===== config.mk =====
export PLATFORM = sky130hd
export DESIGN_NAME = buzzer_scheduler
export DESIGN_NICKNAME = d
export VERILOG_FILES = /design/src/rtl/buzzer_scheduler.sv
export SDC_FILE = /design/constraint.sdc
export NUM_CORES = 1
export LEC_CHECK = 0
export ABC_AREA = 1
export CORE_ASPECT_RATIO = 1.2
export CORE_MARGIN = 4
export CORE_UTILIZATION = 55
export CTS_CLUSTER_SIZE = 28
export DETAILED_ROUTE_END_ITERATION = 10
export DONT_BUFFER_PORTS = 1
export PLACE_DENSITY = 0.8
export RECOVER_POWER = 50
export SYNTH_ARGS = -nofsm -noshare
export SYNTH_HDL_FRONTEND = slang
export SYNTH_SLANG_ARGS = --single-unit

===== constraint.sdc =====
create_clock -name clk -period 3.1 [get_ports clk]
set_clock_uncertainty 0.05 [all_clocks]
set_input_delay 0.62 -clock clk [delete_from_list [all_inputs] [get_ports clk]]
set_output_delay 0.62 -clock clk [all_outputs]
set_load 0.1 [all_outputs]

===== src/rtl/buzzer_scheduler.sv =====
// buzzer_scheduler: shares the single buzzer tone generator between three
// note requesters (0 = alarm melody, 1 = hourly chime, 2 = key-click beep).
// Requester 0 has the highest priority.
// A granted note drives the tone divider's half-period input for its duration.
// A silent gap follows, and then the block re-arbitrates.
// Optional feature macro: BUZZER_SCHED_PREEMPT_EN. When it is defined, a
// higher-priority request aborts the current note or gap. When it is not
// defined, every granted note plays to completion and is followed by its gap.

module buzzer_scheduler #(
    parameter int TICK_CYCLES = 100000,
    parameter int DUR_W       = 12,
    parameter int GAP_MS      = 20
) (
    input  logic              clk,
    input  logic              rst_n,
    input  logic              en,
    input  logic [2:0]        req,
    input  logic [19:0]       req_period0,
    input  logic [19:0]       req_period1,
    input  logic [19:0]       req_period2,
    input  logic [DUR_W-1:0]  req_dur0,
    input  logic [DUR_W-1:0]  req_dur1,
    input  logic [DUR_W-1:0]  req_dur2,
    output logic [2:0]        ack,
    output logic [2:0]        done,
    output logic [2:0]        preempt,
    output logic [19:0]       period,
    output logic              tone_on,
    output logic              busy,
    output logic [1:0]        owner
);

    localparam int TICK_W   = (TICK_CYCLES > 1) ? $clog2(TICK_CYCLES) : 1;
    localparam int GAP_W    = (GAP_MS > 1) ? $clog2(GAP_MS + 1) : 1;
    localparam int MS_W     = (DUR_W > GAP_W) ? DUR_W : GAP_W;
    localparam int GAP_LAST = (GAP_MS > 0) ? GAP_MS - 1 : 0;

    localparam logic [1:0] S_IDLE = 2'd0;
    localparam logic [1:0] S_PLAY = 2'd1;
    localparam logic [1:0] S_GAP  = 2'd2;

    logic [1:0]        state;
    logic [TICK_W-1:0] tick_cnt;
    logic [MS_W-1:0]   ms_cnt;
    logic [MS_W-1:0]   dur_q;
    logic [1:0]        cur_idx;

    logic              grant_valid;
    logic [1:0]        grant_idx;
    logic [19:0]       sel_period;
    logic [DUR_W-1:0]  sel_dur;
    logic              preempt_hit;
    logic              do_grant;
    logic              tick_last;
    logic              note_last;
    logic              gap_last;

    // Fixed-priority pick of the lowest requesting index and its note fields
    always_comb begin
        grant_valid = 1'b1;
        grant_idx   = 2'd0;
        sel_period  = req_period0;
        sel_dur     = req_dur0;
        if (req[0]) begin
            grant_idx  = 2'd0;
            sel_period = req_period0;
            sel_dur    = req_dur0;
        end else if (req[1]) begin
            grant_idx  = 2'd1;
            sel_period = req_period1;
            sel_dur    = req_dur1;
        end else if (req[2]) begin
            grant_idx  = 2'd2;
            sel_period = req_period2;
            sel_dur    = req_dur2;
        end else begin
            grant_valid = 1'b0;
        end
    end

`ifdef BUZZER_SCHED_PREEMPT_EN
    assign preempt_hit = grant_valid && (grant_idx < cur_idx);
`else
    assign preempt_hit = 1'b0;
`endif

    assign tick_last = (tick_cnt == TICK_W'(TICK_CYCLES - 1));
    assign note_last = tick_last && (ms_cnt == dur_q - 1'b1);
    assign gap_last  = tick_last && (ms_cnt == MS_W'(GAP_LAST));

    // Decide whether this cycle starts a new note (normal grant or preemption)
    always_comb begin
        do_grant = 1'b0;
        case (state)
            S_IDLE:  do_grant = grant_valid;
            S_PLAY:  do_grant = preempt_hit && !note_last;
            S_GAP:   do_grant = preempt_hit;
            default: do_grant = 1'b0;
        endcase
    end

    // Main sequencer: arbitration, note and gap timing, registered outputs
    always_ff @(posedge clk or negedge rst_n) begin
        if (!rst_n) begin
            state    <= S_IDLE;
            tick_cnt <= '0;
            ms_cnt   <= '0;
            dur_q    <= '0;
            cur_idx  <= 2'd3;
            ack      <= 3'b000;
            done     <= 3'b000;
            preempt  <= 3'b000;
            period   <= 20'd0;
            tone_on  <= 1'b0;
            busy     <= 1'b0;
            owner    <= 2'd3;
        end else begin
            ack     <= 3'b000;
            done    <= 3'b000;
            preempt <= 3'b000;
            if (!en) begin
                state    <= S_IDLE;
                tick_cnt <= '0;
                ms_cnt   <= '0;
                period   <= 20'd0;
                tone_on  <= 1'b0;
                busy     <= 1'b0;
                owner    <= 2'd3;
            end else if (do_grant) begin
`ifdef BUZZER_SCHED_PREEMPT_EN
                if (state == S_PLAY) begin
                    preempt <= 3'b001 << cur_idx;
                end
`endif
                state    <= S_PLAY;
                tick_cnt <= '0;
                ms_cnt   <= '0;
                dur_q    <= (sel_dur == '0) ? MS_W'(1) : MS_W'(sel_dur);
                cur_idx  <= grant_idx;
                ack      <= 3'b001 << grant_idx;
                period   <= sel_period;
                tone_on  <= (sel_period != 20'd0);
                busy     <= 1'b1;
                owner    <= grant_idx;
            end else if (state == S_PLAY && note_last) begin
                done     <= 3'b001 << cur_idx;
                tick_cnt <= '0;
                ms_cnt   <= '0;
                period   <= 20'd0;
                tone_on  <= 1'b0;
                owner    <= 2'd3;
                if (GAP_MS == 0) begin
                    state <= S_IDLE;
                    busy  <= 1'b0;
                end else begin
                    state <= S_GAP;
                end
            end else if (state == S_GAP && gap_last) begin
                state    <= S_IDLE;
                tick_cnt <= '0;
                ms_cnt   <= '0;
                busy     <= 1'b0;
            end else if (state == S_PLAY || state == S_GAP) begin
                tick_cnt <= tick_last ? '0 : tick_cnt + 1'b1;
                if (tick_last && ms_cnt != {MS_W{1'b1}}) begin
                    ms_cnt <= ms_cnt + 1'b1;
                end
            end else if (state != S_IDLE) begin
                state <= S_IDLE;
            end
        end
    end

endmodule


Word-level counts from Yosys, hierarchy flattened
Index checks and enable logic that the tools add are counted.

cells by class
  reduce and logical (&&, ||, !) cells = 14
  shift-type cells = 2
  eq/ne operators = 13
  muxes and demuxes = 50
  add/sub/neg operators = 3

operators with widths
  kind                                                                     count
  12-bit two-way mux                                                       10
  20-bit two-way mux                                                       6
  17-bit two-way mux                                                       6
  2-bit two-way mux                                                        12
  20-bit nonzero test                                                      1
  17-bit by 1-bit adder with 17-bit output (second input constant)         1
  17-bit equality test (second input constant)                             1
  3-bit two-way mux                                                        5
  5-bit by 1-bit != test with 1-bit output (second input constant)         3
  12-bit by 1-bit adder with 12-bit output (second input constant)         1
  12-bit equality test                                                     1
  12-bit by 5-bit equality test with 1-bit output (second input constant)  1
  12-bit logical NOT                                                       1
  12-bit != test (second input constant)                                   1
  12-bit by 1-bit subtractor with 12-bit output (second input constant)    1
  1-bit two-way mux                                                        11
  2-bit AND reduction                                                      4
  3-bit by 1-bit != test with 1-bit output (second input constant)         2
  1-bit by 2-bit left shift with 3-bit output (first input constant)       2
  1-bit logical AND                                                        5
  5-bit != test (second input constant)                                    1
  3-bit != test (second input constant)                                    1
  2-bit by 1-bit equality test with 1-bit output (second input constant)   1
  2-bit equality test (second input constant)                              1
  other kinds (3)                                                          3

storage, ports and cells
  word-level logic and storage cells = 93
  register bits = 75

Longest topological paths before layout
Gate-level depths: netlist (run 1).

  depth in word-level cells = 8
  gate-level depth with buffers = 17
  depth with buffers taken out = 16

Worst setup path after synthesis (run 1)
No wires, ideal clock.

  kind = input port to flip-flop
  from = input port req[1]
  to = register tick_cnt[16]
  arrival time = 1.877 ns
  library setup time = 0.117 ns
  path slack = 1.056 ns
  cell stages on the path = 9
  cells stage by stage = inv_1 a31oi_1 nor2_1 o21ai_2 nor2_8 nand2_8 buf_8 nand2_1 nand2_1

on the way
  cells in the longest elaborated chain, start to end = 5
  elaborated cells on any way between the ends = 6
  those cells by class = 1 x eq/ne; 5 x mux

RTL lines
  what                   line  text
  from (decl)            18    input logic [2:0] req,
  1-bit two-way mux (*)  69    end else if (req[1]) begin
  1-bit two-way mux (*)  65    if (req[0]) begin
  1-bit two-way mux (*)  95    case (state)
  17-bit two-way mux     130   end else if (do_grant) begin
  17-bit two-way mux     122   if (!en) begin
  to (signal assigned)   165   tick_cnt <= tick_last ? '0 : tick_cnt + 1'b1;
  to (decl)              44    logic [TICK_W-1:0] tick_cnt;

Mark *: on every way between the ends. The rest lies on a longest branch, timed or not.
A chain may end at the register's enable or synchronous reset.

Worst setup path after layout (run 1)
  from = register tick_cnt[0]
  to = register done[1]

on the way
  cells in the longest elaborated chain, start to end = 6

RTL lines
  what                  line  text
  17-bit equality test  88    assign tick_last = (tick_cnt == TICK_W'(TICK_CYCLES - 1));
  1-bit logical AND     89    assign note_last = tick_last && (ms_cnt == dur_q - 1'b1);
  1-bit logical AND     146   end else if (state == S_PLAY && note_last) begin
  3-bit two-way mux     146
  3-bit two-way mux     130
  3-bit two-way mux     122
  to (signal assigned)  147   done <= 3'b001 << cur_idx;
  to (decl)             26    output logic [2:0] done,

Every way passes these cells.

==> results of run 1 <==
==> final timing paths <==
kind	startpoint	endpoint	slack (ns)	cells after the start
max in group asynchronous	rst_n	done[1]	1.28	1
hold reg to reg	cur_idx[0]	cur_idx[0]	0.46	2
min in group clk	req[0]	ack[1]	0.38	3
setup / recovery	tick_cnt[0]	done[1]	0.73	13
hold / removal	rst_n	cur_idx[1]	0.04	0
setup reg to reg	tick_cnt[0]	done[1]	0.73	13
==> state kept, by name, indices dropped and copies added, names as in the netlist <==
| signal | flops |
|---|---|
| ack | 3 |
| busy | 1 |
| cur_idx | 2 |
| done | 3 |
| dur_q | 12 |
| ms_cnt | 12 |
| owner | 2 |
| period | 20 |
| state | 2 |
| tick_cnt | 17 |
| tone_on | 1 |
==> stage by stage <==
stage	hold slack (ns)	setup WS, ns
2_1_floorplan	0.274	1.06
3_3_place_gp	0.279	0.737
3_5_place_dp	0.279	0.684
4_1_cts	0.0330	0.758
5_1_grt	0.0293	0.520
6_report	0.0409	0.727
==> metal layers <==
| layer | part of all wire | track usage | vias to the layer above |
|---|---|---|---|
| li1 | - | - | 2427 |
| met1 | 0.39 | 0.349 | 2329 |
| met2 | 0.49 | 0.449 | 215 |
| met3 | 0.086 | 0.0580 | 32 |
| met4 | 0.030 | 0.116 | 2 |
| met5 | 0.0013 | 0 | - |
==> cells by family after synthesis <==
group	Yosys count
and+or+nand+nor	513
buffers and inverters	107
DFF	75
AOI/OAI and AO/OA	51
xor gates and xnor gates	18
adders and majority gates	6
other	1
==> power breakdown <==
| group | total [mW] | switching [mW] | leakage (nW) | internal [mW] |
|---|---|---|---|---|
| clock network | 0.865 | 0.386 | 0.114 | 0.480 |
| registers | 1.41 | 0.353 | 0.993 | 1.06 |
| logic | 0.519 | 0.357 | 1.53 | 0.162 |
==> final cells by class <==
class                   instances  area, µm²  share of cell area
clock buffers                  11        141              0.0262
clock inverters                 5       86.3              0.0160
inverters                      74        278              0.0514
flip-flops and latches         75       1880               0.348
well taps                     120        150              0.0278
multi-input cells             591       2810               0.520
repair buffers                  8       57.6              0.0106
==> repair_timing <==
action                                 CTS  global route
gates resized for setup                  0             0
hold buffers                             1             0
endpoints found under the hold margin   71             0
==> placed cells by master (no fill, tap or decap), types with 8 or more instances in the layout <==
cell type | synthesis | final
sky130_fd_sc_hd__nand4_1 | 8 | 8
sky130_fd_sc_hd__inv_2 | 17 | 17
sky130_fd_sc_hd__nor3_1 | 20 | 20
sky130_fd_sc_hd__a21oi_1 | 16 | 16
sky130_fd_sc_hd__nor4_1 | 11 | 11
sky130_fd_sc_hd__a22oi_1 | 8 | 8
sky130_fd_sc_hd__clkbuf_8 | 0 | 10
sky130_fd_sc_hd__inv_1 | 56 | 56
sky130_fd_sc_hd__nand2_1 | 274 | 274
sky130_fd_sc_hd__o21ai_1 | 10 | 10
sky130_fd_sc_hd__dfrtp_1 | 71 | 71
sky130_fd_sc_hd__nand3_1 | 94 | 94
sky130_fd_sc_hd__nor2_1 | 80 | 79
sky130_fd_sc_hd__xor2_1 | 12 | 12
sky130_fd_sc_hd__o21ai_0 | 12 | 12
==> worst register-to-register path: stages (launching register included) <==
cell	delay, ns
sky130_fd_sc_hd__dfrtp_1	0.42
sky130_fd_sc_hd__ha_1	0.26
sky130_fd_sc_hd__nand2_1	0.09
sky130_fd_sc_hd__inv_2	0.09
sky130_fd_sc_hd__nand2_4	0.09
sky130_fd_sc_hd__nor2_4	0.11
sky130_fd_sc_hd__inv_2	0.03
sky130_fd_sc_hd__nor2_1	0.14
sky130_fd_sc_hd__nand2_1	0.10
sky130_fd_sc_hd__nor2_4	0.12
sky130_fd_sc_hd__nand3_4	0.11
sky130_fd_sc_hd__nor2_8	0.14
sky130_fd_sc_hd__nand2_1	0.11
sky130_fd_sc_hd__nor3_1	0.36
==> impl_metrics.ini, run 1 <==
[setup_path]
arrival_ns = 2.54
timing.critical_path.from_type = flop
required_ns = 3.27
timing.setup.critical_path_class = flop to flop
slowest_delay_ns = 0.42
timing.critical_path.max_delay_family = simple AND/OR/NAND/NOR gates
cp_num_buf_inv = 2
cp_cell_sequence = ha_1 > nand2_1 > inv_2 > nand2_4 > nor2_4 > inv_2 > nor2_1 > nand2_1 > nor2_4 > nand3_4 > nor2_8 > nand2_1 > nor3_1
worstPathMaxFanout = 5
slowest_stage = sky130_fd_sc_hd__dfrtp_1
timing.critical_path.mode_cell = sky130_fd_sc_hd__nand2_1
cp-end-kind = flop

[grt]
antenna_found_initial = 1
grt_max_degree = 72
grtUsageTotal = 0.275
grt_first_pass_wirelength_um = 23500
first_global_vias = 4864
grt.overflow.total = 0

[placement]
dpl.cell_count = 867
detailedPlacementHpwl_um = 11000
portBuffers = 0
placedInstanceArea_mm2 = 0.00517
globalplace.congestion = 0.964

[cells_and_area]
stdcell_count = 884
syn2layout_area_growth_pct = 5.54
diodes = 0
layout.core_utilization = 0.595
drive_gt1_frac = 0.0812
finalNetCount = 867
number_of_filler_instances_in_the_final_layout = 882
layout.cell_area.non_filler_mm2 = 0.00541

[route]
routed_wirelength_normalized_by_instance_count_um = 16.2
routed-via-count = 5005
drt_pre_antenna_iters = 5
total_wirelength_um = 14300
drt_drc_violations_left = 0
drt_first_iter_violations = 294
antenna_left = 0
vias_per_cell = 5.66

[clocking]
path_clk_slew_ns = 0.08
cts_num_sinks = 75
cts-root-buf = sky130_fd_sc_hd__clkbuf_8
clk-insertion-delay-late_ns = 0.37
tritoncts.num_buffers = 9
cts-htree-levels = 3
cts_post_setup_buffers_inserted = 0
cts_buffer_depth = 2
tritoncts = built

[hold_path]
hp-class = primary input to async pin

[outcome]
run_status = finished, violations left
failing_checks = max-capacitance violations, max-slew violations

[sta]
maxSlewViolCount = 72
achievable-frequency_mhz = 421
worstMarginPinSlew_ns = 1.75
setup-violations-final = 0
unrepaired_setup_endpoints_after_global_routing = false
fin_crit_ns = 2.37
total_negative_setup_slacks_ns = 0
max_slew_margin = -0.168
hold_violations = 0
finalCritPeriodShare = 0.765

[synth]
synthSimpleGateAreaFrac = 0.445
synth-edff-count = 0
main_combinational_cell_family_by_area_after_synthesis = simple AND/OR/NAND/NOR gates
synthTopCellsByCount = sky130_fd_sc_hd__nand2_1 (274), sky130_fd_sc_hd__nand3_1 (94), sky130_fd_sc_hd__nor2_1 (80), sky130_fd_sc_hd__dfrtp_1 (71), sky130_fd_sc_hd__inv_1 (56)
syn_area_mm2 = 0.00512
synthesis.yosys.warnings = 0
synth_cell_type_count = 40
postSynthRegisterBits = 75
post_synth_fa_ha_maj_area_fraction = 0.0147
synthFlopType = sky130_fd_sc_hd__dfrtp_1
yosysMostFrequentCell = sky130_fd_sc_hd__nand2_1
synth_area_in_compound_gates = 0.0562
synthTopCellsByArea = sky130_fd_sc_hd__dfrtp_1 (35%), sky130_fd_sc_hd__nand2_1 (20%), sky130_fd_sc_hd__nand3_1 (9.2%)
post_synth_inst_count = 771
synth_area_leader_cell = sky130_fd_sc_hd__dfrtp_1
asyncSetResetFlopFracSynth = 1.00
synth_seq_area_share = 0.367
synth_mux_area_frac = 0
synth_xor_xnor_area_share = 0.0308
syn_area_per_cell_um2 = 6.64
yosysTopAreaCellShare = 0.347

[floorplan]
dieWidth_um = 96.1
dieHeight_um = 114
initial_utilization = 0.564
core_area_mm2 = 0.00908
dieArea_mm2 = 0.0109
num_rows = 38
ios = 135

[pwr]
cellLeakagePower_nw = 2.64
post-layout-total-power_mw = 2.79
irDropWorstVdd_v = 0.000257
power.density_cell_area_mw_per_mm2 = 517

[run]
timing.max_cap.violations = 1
(Power assumes the default switching activity.)
==> run 2: changes to the inputs <==
--- a/config.mk
+++ b/config.mk
@@ -5,7 +5,7 @@
 export SDC_FILE = /design/constraint.sdc
 export NUM_CORES = 1
 export LEC_CHECK = 0
-export ABC_AREA = 1
+export ABC_AREA = 0
 export CORE_ASPECT_RATIO = 1.2
 export CORE_MARGIN = 4
 export CORE_UTILIZATION = 55
==> constraint.sdc (replaced) <==
create_clock -name clk -period 2.3 [get_ports clk]
set_clock_uncertainty 0.05 [all_clocks]
set_input_delay 0.46 -clock clk [delete_from_list [all_inputs] [get_ports clk]]
set_output_delay 0.46 -clock clk [all_outputs]
set_load 0.1 [all_outputs]
==> run 2 against run 1 <==
Critical path depth decreased by 3. Critical endpoint is now tick_cnt[4]. Worst hold slack improved by 0.10 ns. The run ends with negative setup slack left. Power increased by 45%. Sequential cell count unchanged. Core utilization increased by 13 points. Critical path type unchanged. Clock-buffer cell count decreased by 2. Largest power group unchanged. First-iteration DRC count increased by 19%. Worst setup slack got worse by 1.4 ns. Highest routed layer is now met4. Combinational power increased to 2.8 times the previous value.
==> impl_metrics.ini, run 2 <==
[cells_and_area]
drive_gt1_frac = 0.299
max_flop_register = period
reg_top3 = period (20), tick_cnt (17)
stdcell_count = 766
layout_common_cells = sky130_fd_sc_hd__buf_4 (105), sky130_fd_sc_hd__dfrtp_1 (71), sky130_fd_sc_hd__a21oi_1 (41), sky130_fd_sc_hd__nor2_1 (38), sky130_fd_sc_hd__nor2b_1 (32)
finalNetCount = 752
number_of_filler_instances_in_the_final_layout = 631
layout.core_utilization = 0.726
syn2layout_area_growth_pct = 27.8
layout.cell_area.non_filler_mm2 = 0.00625
diodes = 0
layout_commonest_cell = sky130_fd_sc_hd__buf_4
multi_input_area_mm2 = 0.00297
largest_reg_flops = 20
regArea_mm2 = 0.00188

[setup_path]
timing.setup.critical_path_class = flop to flop
timing.critical_path.from_type = flop
timing.reg2reg.setup_slack_ns = -0.71
arrival_ns = 3.27
required_ns = 2.56
cp-end-kind = flop
worstPathMaxFanout = 4

[synth]
asyncSetResetFlopFracSynth = 1.00
synth_seq_area_share = 0.385
synth_cell_type_count = 61
synth_area_leader_cell = sky130_fd_sc_hd__dfrtp_1
post_synth_inst_count = 554
syn_area_mm2 = 0.00489
synthFlopType = sky130_fd_sc_hd__dfrtp_1
synthesis.yosys.warnings = 0
yosysTopAreaCellShare = 0.363
yosysMostFrequentCell = sky130_fd_sc_hd__dfrtp_1
postSynthRegisterBits = 75
synth-edff-count = 0
synthTopCellsByArea = sky130_fd_sc_hd__dfrtp_1 (36%), sky130_fd_sc_hd__a21oi_1 (4.5%), sky130_fd_sc_hd__nor2b_1 (4.5%)
syn_area_per_cell_um2 = 8.83
synthTopCellsByCount = sky130_fd_sc_hd__dfrtp_1 (71), sky130_fd_sc_hd__a21oi_1 (44), sky130_fd_sc_hd__nor2_1 (39), sky130_fd_sc_hd__nor2b_1 (35), sky130_fd_sc_hd__clkbuf_1 (31)

[grt]
grt_first_pass_wirelength_um = 25400
grt_max_degree = 76
antenna_found_initial = 0
grt.met1_usage = 0.350
grt.overflow.total = 0
globalRouteMet3Util = 0.0611
groute.layer.met2.usage = 0.529
first_global_vias = 5235
globalRoute.busiestLayer = met2
grtUsageTotal = 0.305

[clocking]
tritoncts.num_buffers = 9
clk-insertion-delay-late_ns = 0.37
cts_num_sinks = 75
tritoncts = built
cts-root-buf = sky130_fd_sc_hd__clkbuf_8
cts_buffer_depth = 2
cts-htree-levels = 3
path_clk_slew_ns = 0.09

[pwr]
irDropWorstVdd_v = 0.000459
post-layout-total-power_mw = 4.06
power.density_cell_area_mw_per_mm2 = 649
cellLeakagePower_nw = 2.63

[route]
drt_drc_violations_left = 0
total_wirelength_um = 15500
routed-via-count = 4936
routed_wirelength_normalized_by_instance_count_um = 20.2
drt_pre_antenna_iters = 8
vias_per_cell = 6.44
antenna_left = 0
drt_first_iter_violations = 349

[hold_path]
hp-class = primary input to flop

[sta]
post-route-worst-setup-slack_ns = -0.710
fin_hold_ws_ns = 0.143
achievable-frequency_mhz = 332
setup-violations-final = 58
hold_violations = 0
fin_crit_ns = 3.01
max_slew_margin = 0.328
unrepaired_setup_endpoints_after_global_routing = true
worstMarginPinSlew_ns = 1.01
total_negative_setup_slacks_ns = -33.72
finalCritPeriodShare = 1.31
maxSlewViolCount = 0

[floorplan]
dieArea_mm2 = 0.0105
initial_utilization = 0.568
core_area_mm2 = 0.00861
dieWidth_um = 94.1
dieHeight_um = 111
ios = 135
num_rows = 37

[placement]
globalplace.congestion = 0.942
dpl.cell_count = 737
placedInstanceArea_mm2 = 0.00575
detailedPlacementHpwl_um = 10800
portBuffers = 0
pre_cts_ws_ns = -0.843

[outcome]
failing_checks = negative setup slack
run_status = finished, violations left

[run]
timing.max_cap.violations = 0
run 2: cell count changes after synthesis, sizes merged, moves of 13 or more:
| cell | previous run | this run |
|---|---|---|
| nand3 | 96 | 14 |
| nor2b | 0 | 35 |
| clkbuf | 18 | 31 |
| nor2 | 90 | 39 |
| a21oi | 16 | 44 |
| a22oi | 8 | 22 |
| o2bb2ai | 0 | 21 |
| o21a | 0 | 20 |
| inv | 73 | 15 |
| nand2 | 278 | 27 |
run 2: final timing paths:
path | from | to | cells past startpoint
min | req[1] | ack[2] | 1
max | dur_q[0] | tick_cnt[4] | 10
min in group asynchronous | rst_n | tick_cnt[10] | 2
min reg2reg | busy | busy | 1
max reg2reg | dur_q[0] | tick_cnt[4] | 10
max in group asynchronous | rst_n | dur_q[4] | 2
run 2: kinds of logic (layout without fill, tap and decap cells):
group | count (synthesis) | count (layout) | share of synthesized area
AO/OA/AOI/OAI | 186 | 186 | 0.272
AND/OR/NAND/NOR | 204 | 205 | 0.235
adder cells (fa/ha/maj) | 6 | 6 | 0.0153
XOR/XNOR | 21 | 21 | 0.0376
flip-flops | 75 | 75 | 0.385
multiplexers | 1 | 1 | 0.00205
buffers and inverters | 60 | 152 | 0.0527
other | 1 | 3 | 0.000767
run 2: repair_timing:
action	CTS	global route
buffers inserted	8	1
hold buffers	2	0
gates cloned	2	0
gates resized for setup	48	4
setup endpoints to repair	58	58
hold endpoints to repair	75	0
pin swaps	17	3
run 2: per-layer routing:
metal	share of wire	wire [µm]
met5	0	0
met4	0.046	716
met3	0.073	1130
met2	0.53	8150
met1	0.35	5480
run 2: final cells by class:
| class | count | area share |
|---|---|---|
| multi-input combinational | 422 | 0.475 |
| sequential | 75 | 0.301 |
| timing repair buffer | 121 | 0.158 |
| tap | 117 | 0.0234 |
| clock buffer | 9 | 0.0198 |
| clock inverter | 7 | 0.0134 |
| inverter | 15 | 0.00901 |
run 2: critical path, cell delays in order (launching register included):
cell	delay, ns
sky130_fd_sc_hd__dfrtp_1	0.41
sky130_fd_sc_hd__inv_2	0.06
sky130_fd_sc_hd__ha_4	0.16
sky130_fd_sc_hd__or4_4	0.52
sky130_fd_sc_hd__o41a_1	0.37
sky130_fd_sc_hd__o21ai_2	0.09
sky130_fd_sc_hd__o2111ai_1	0.12
sky130_fd_sc_hd__or4b_4	0.54
sky130_fd_sc_hd__buf_6	0.16
sky130_fd_sc_hd__a2111oi_4	0.33
sky130_fd_sc_hd__a211o_1	0.13
run 2: power by group:
part | leakage, nW | switching [mW] | total [mW] | internal, mW
registers | 0.995 | 0.101 | 1.53 | 1.43
clock network | 0.102 | 0.566 | 1.09 | 0.519
logic | 1.53 | 0.915 | 1.44 | 0.527
total | 2.63 | 1.58 | 4.06 | 2.48
==> run 3: changes to the inputs <==
==> constraint.sdc (replaced) <==
create_clock -name clk -period 2.3 [get_ports clk]
set_clock_uncertainty 0.05 [all_clocks]
set_input_delay 0.23 -clock clk [delete_from_list [all_inputs] [get_ports clk]]
set_output_delay 0.23 -clock clk [all_outputs]
set_load 0.1 [all_outputs]
==> run 3 against run 2 <==
The flow still finishes with violations (negative setup slack). Worst setup slack improved by 0.055 ns. Non-clock buffer count unchanged. Clock-buffer cell count unchanged. Global-route usage decreased by 0.89 points. Worst hold slack got worse by 0.10 ns. Die area unchanged. Register-to-register slack improved by 0.05 ns. Largest cell class unchanged. Largest power group unchanged. Highest routed layer unchanged.
==> impl_metrics.ini, run 3 (same netlist as run 2, synthesis figures left out) <==
[outcome]
failing_checks = negative setup slack
run_status = finished, violations left

[clocking]
cts_num_sinks = 75
cts-root-buf = sky130_fd_sc_hd__clkbuf_8
path_clk_slew_ns = 0.09
clk-insertion-delay-late_ns = 0.36
cts_buffer_depth = 2
tritoncts.num_buffers = 9
cts-htree-levels = 3
tritoncts = built

[cells_and_area]
layout_commonest_cell = sky130_fd_sc_hd__buf_4
drive_gt1_frac = 0.302
max_flop_register = period
layout_common_cells = sky130_fd_sc_hd__buf_4 (100), sky130_fd_sc_hd__dfrtp_1 (71), sky130_fd_sc_hd__a21oi_1 (40), sky130_fd_sc_hd__nor2_1 (33), sky130_fd_sc_hd__nor2b_1 (32)
layout.core_utilization = 0.737
reg_top3 = period (20), tick_cnt (17)
largest_reg_flops = 20
diodes = 0
syn2layout_area_growth_pct = 29.7
regArea_mm2 = 0.00188
multi_input_area_mm2 = 0.00305
finalNetCount = 752
number_of_filler_instances_in_the_final_layout = 603

[floorplan]
ios = 135
initial_utilization = 0.568
num_rows = 37
dieHeight_um = 111
dieWidth_um = 94.1
core_area_mm2 = 0.00861
dieArea_mm2 = 0.0105

[setup_path]
timing.critical_path.from_type = flop
required_ns = 2.55
worstPathMaxFanout = 5
cp-end-kind = flop
arrival_ns = 3.21
timing.setup.critical_path_class = flop to flop

[grt]
first_global_vias = 5138
grt_max_degree = 76
grt.overflow.total = 0
antenna_found_initial = 0
grt_first_pass_wirelength_um = 24500
grtUsageTotal = 0.296

[pwr]
p_sw_mw = 1.58
seq_power_share = 0.382
swShare = 0.390
pwr-share-comb = 0.354
irDropWorstVdd_v = 0.000527
power.density_cell_area_mw_per_mm2 = 640
cellLeakagePower_nw = 2.67
clock_power_share = 0.263
post-layout-total-power_mw = 4.06
cellInternalPower_mw = 2.48

[placement]
portBuffers = 0
detailedPlacementHpwl_um = 10600
globalplace.congestion = 0.972

[sta]
unrepaired_setup_endpoints_after_global_routing = true
fin_hold_ws_ns = 0.0423
max_slew_margin = 0.316
fin_crit_ns = 2.96
maxSlewViolCount = 0
finalCritPeriodShare = 1.28
post-route-worst-setup-slack_ns = -0.655
total_negative_setup_slacks_ns = -32.58
achievable-frequency_mhz = 338
worstMarginPinSlew_ns = 1.03
setup-violations-final = 57
hold_violations = 0

[route]
drt_drc_violations_left = 0
routed_wirelength_normalized_by_instance_count_um = 20.0
total_wirelength_um = 15300
routed-via-count = 4890
antenna_left = 0
drt_first_iter_violations = 338
drt_pre_antenna_iters = 5
vias_per_cell = 6.38

[run]
timing.max_cap.violations = 0

[hold_path]
hp-class = primary input to flop
run 3: changes by cell type in the layout (fill, tap and decap cells not counted), moves of 4 or more:
cell	before	now
sky130_fd_sc_hd__buf_4	105	100
sky130_fd_sc_hd__dlygate4sd3_1	1	6
sky130_fd_sc_hd__nor2_1	38	33
sky130_fd_sc_hd__nor2_2	1	5
run 3: final timing paths:
check	startpoint	end	slack, ns	cells after the start
max	dur_q[1]	tick_cnt[4]	-0.66	8
min	en	owner[1]	0.04	3
max reg2reg	dur_q[1]	tick_cnt[4]	-0.66	8
min reg2reg	busy	busy	0.46	1
max in group asynchronous	rst_n	ms_cnt[5]	0.90	2
min in group asynchronous	rst_n	tick_cnt[5]	0.63	2
run 3: metrics by stage:
stage	instance area, µm²	setup WS, ns	cells
after floorplan	4980	-0.867	556
after global placement	5750	-0.738	736
after detailed placement	5750	-0.834	736
after CTS	6230	-0.623	764
after global routing	6340	-0.763	766
final	6340	-0.655	766
run 3: what timing repair did:
action                                 CTS  global route
endpoints found under the hold margin   80             0
gates resized for setup                 42            26
hold buffers                             7             0
cloned                                   1             0
pin swaps                               11             3
setup buffers                            4             3
setup endpoints to repair               58            58
run 3: final cells by class:
type	count	share of cell area
clock buffers	9	0.0195
clock inverters	7	0.0126
inverters	15	0.00887
multi-input cells	422	0.480
flip-flops and latches	75	0.297
well taps	117	0.0231
repair buffers	121	0.159
run 3: power groups by stage:
stage	combinational, mW	clock, mW	sequential (mW)
after floorplan	0.602	0	1.88
after global placement	1.23	0	1.57
after detailed placement	1.26	0	1.57
after CTS	1.36	1.08	1.55
after global routing	1.53	1.13	1.57
final	1.44	1.07	1.55
run 3: worst max-delay path, cell delays in order (launching register included):
cell,delay [ns]
sky130_fd_sc_hd__dfrtp_1,0.41
sky130_fd_sc_hd__or4_1,0.59
sky130_fd_sc_hd__o41a_1,0.47
sky130_fd_sc_hd__o21ai_2,0.10
sky130_fd_sc_hd__o2111ai_2,0.14
sky130_fd_sc_hd__or4b_4,0.53
sky130_fd_sc_hd__buf_6,0.15
sky130_fd_sc_hd__a2111oi_4,0.33
sky130_fd_sc_hd__a211o_1,0.13
run 3: routing by layer:
layer / global-route usage / part of all wire
met5: 0 / 0
met1: 0.328 / 0.36
met4: 0.177 / 0.050
met3: 0.0563 / 0.074
met2: 0.515 / 0.51
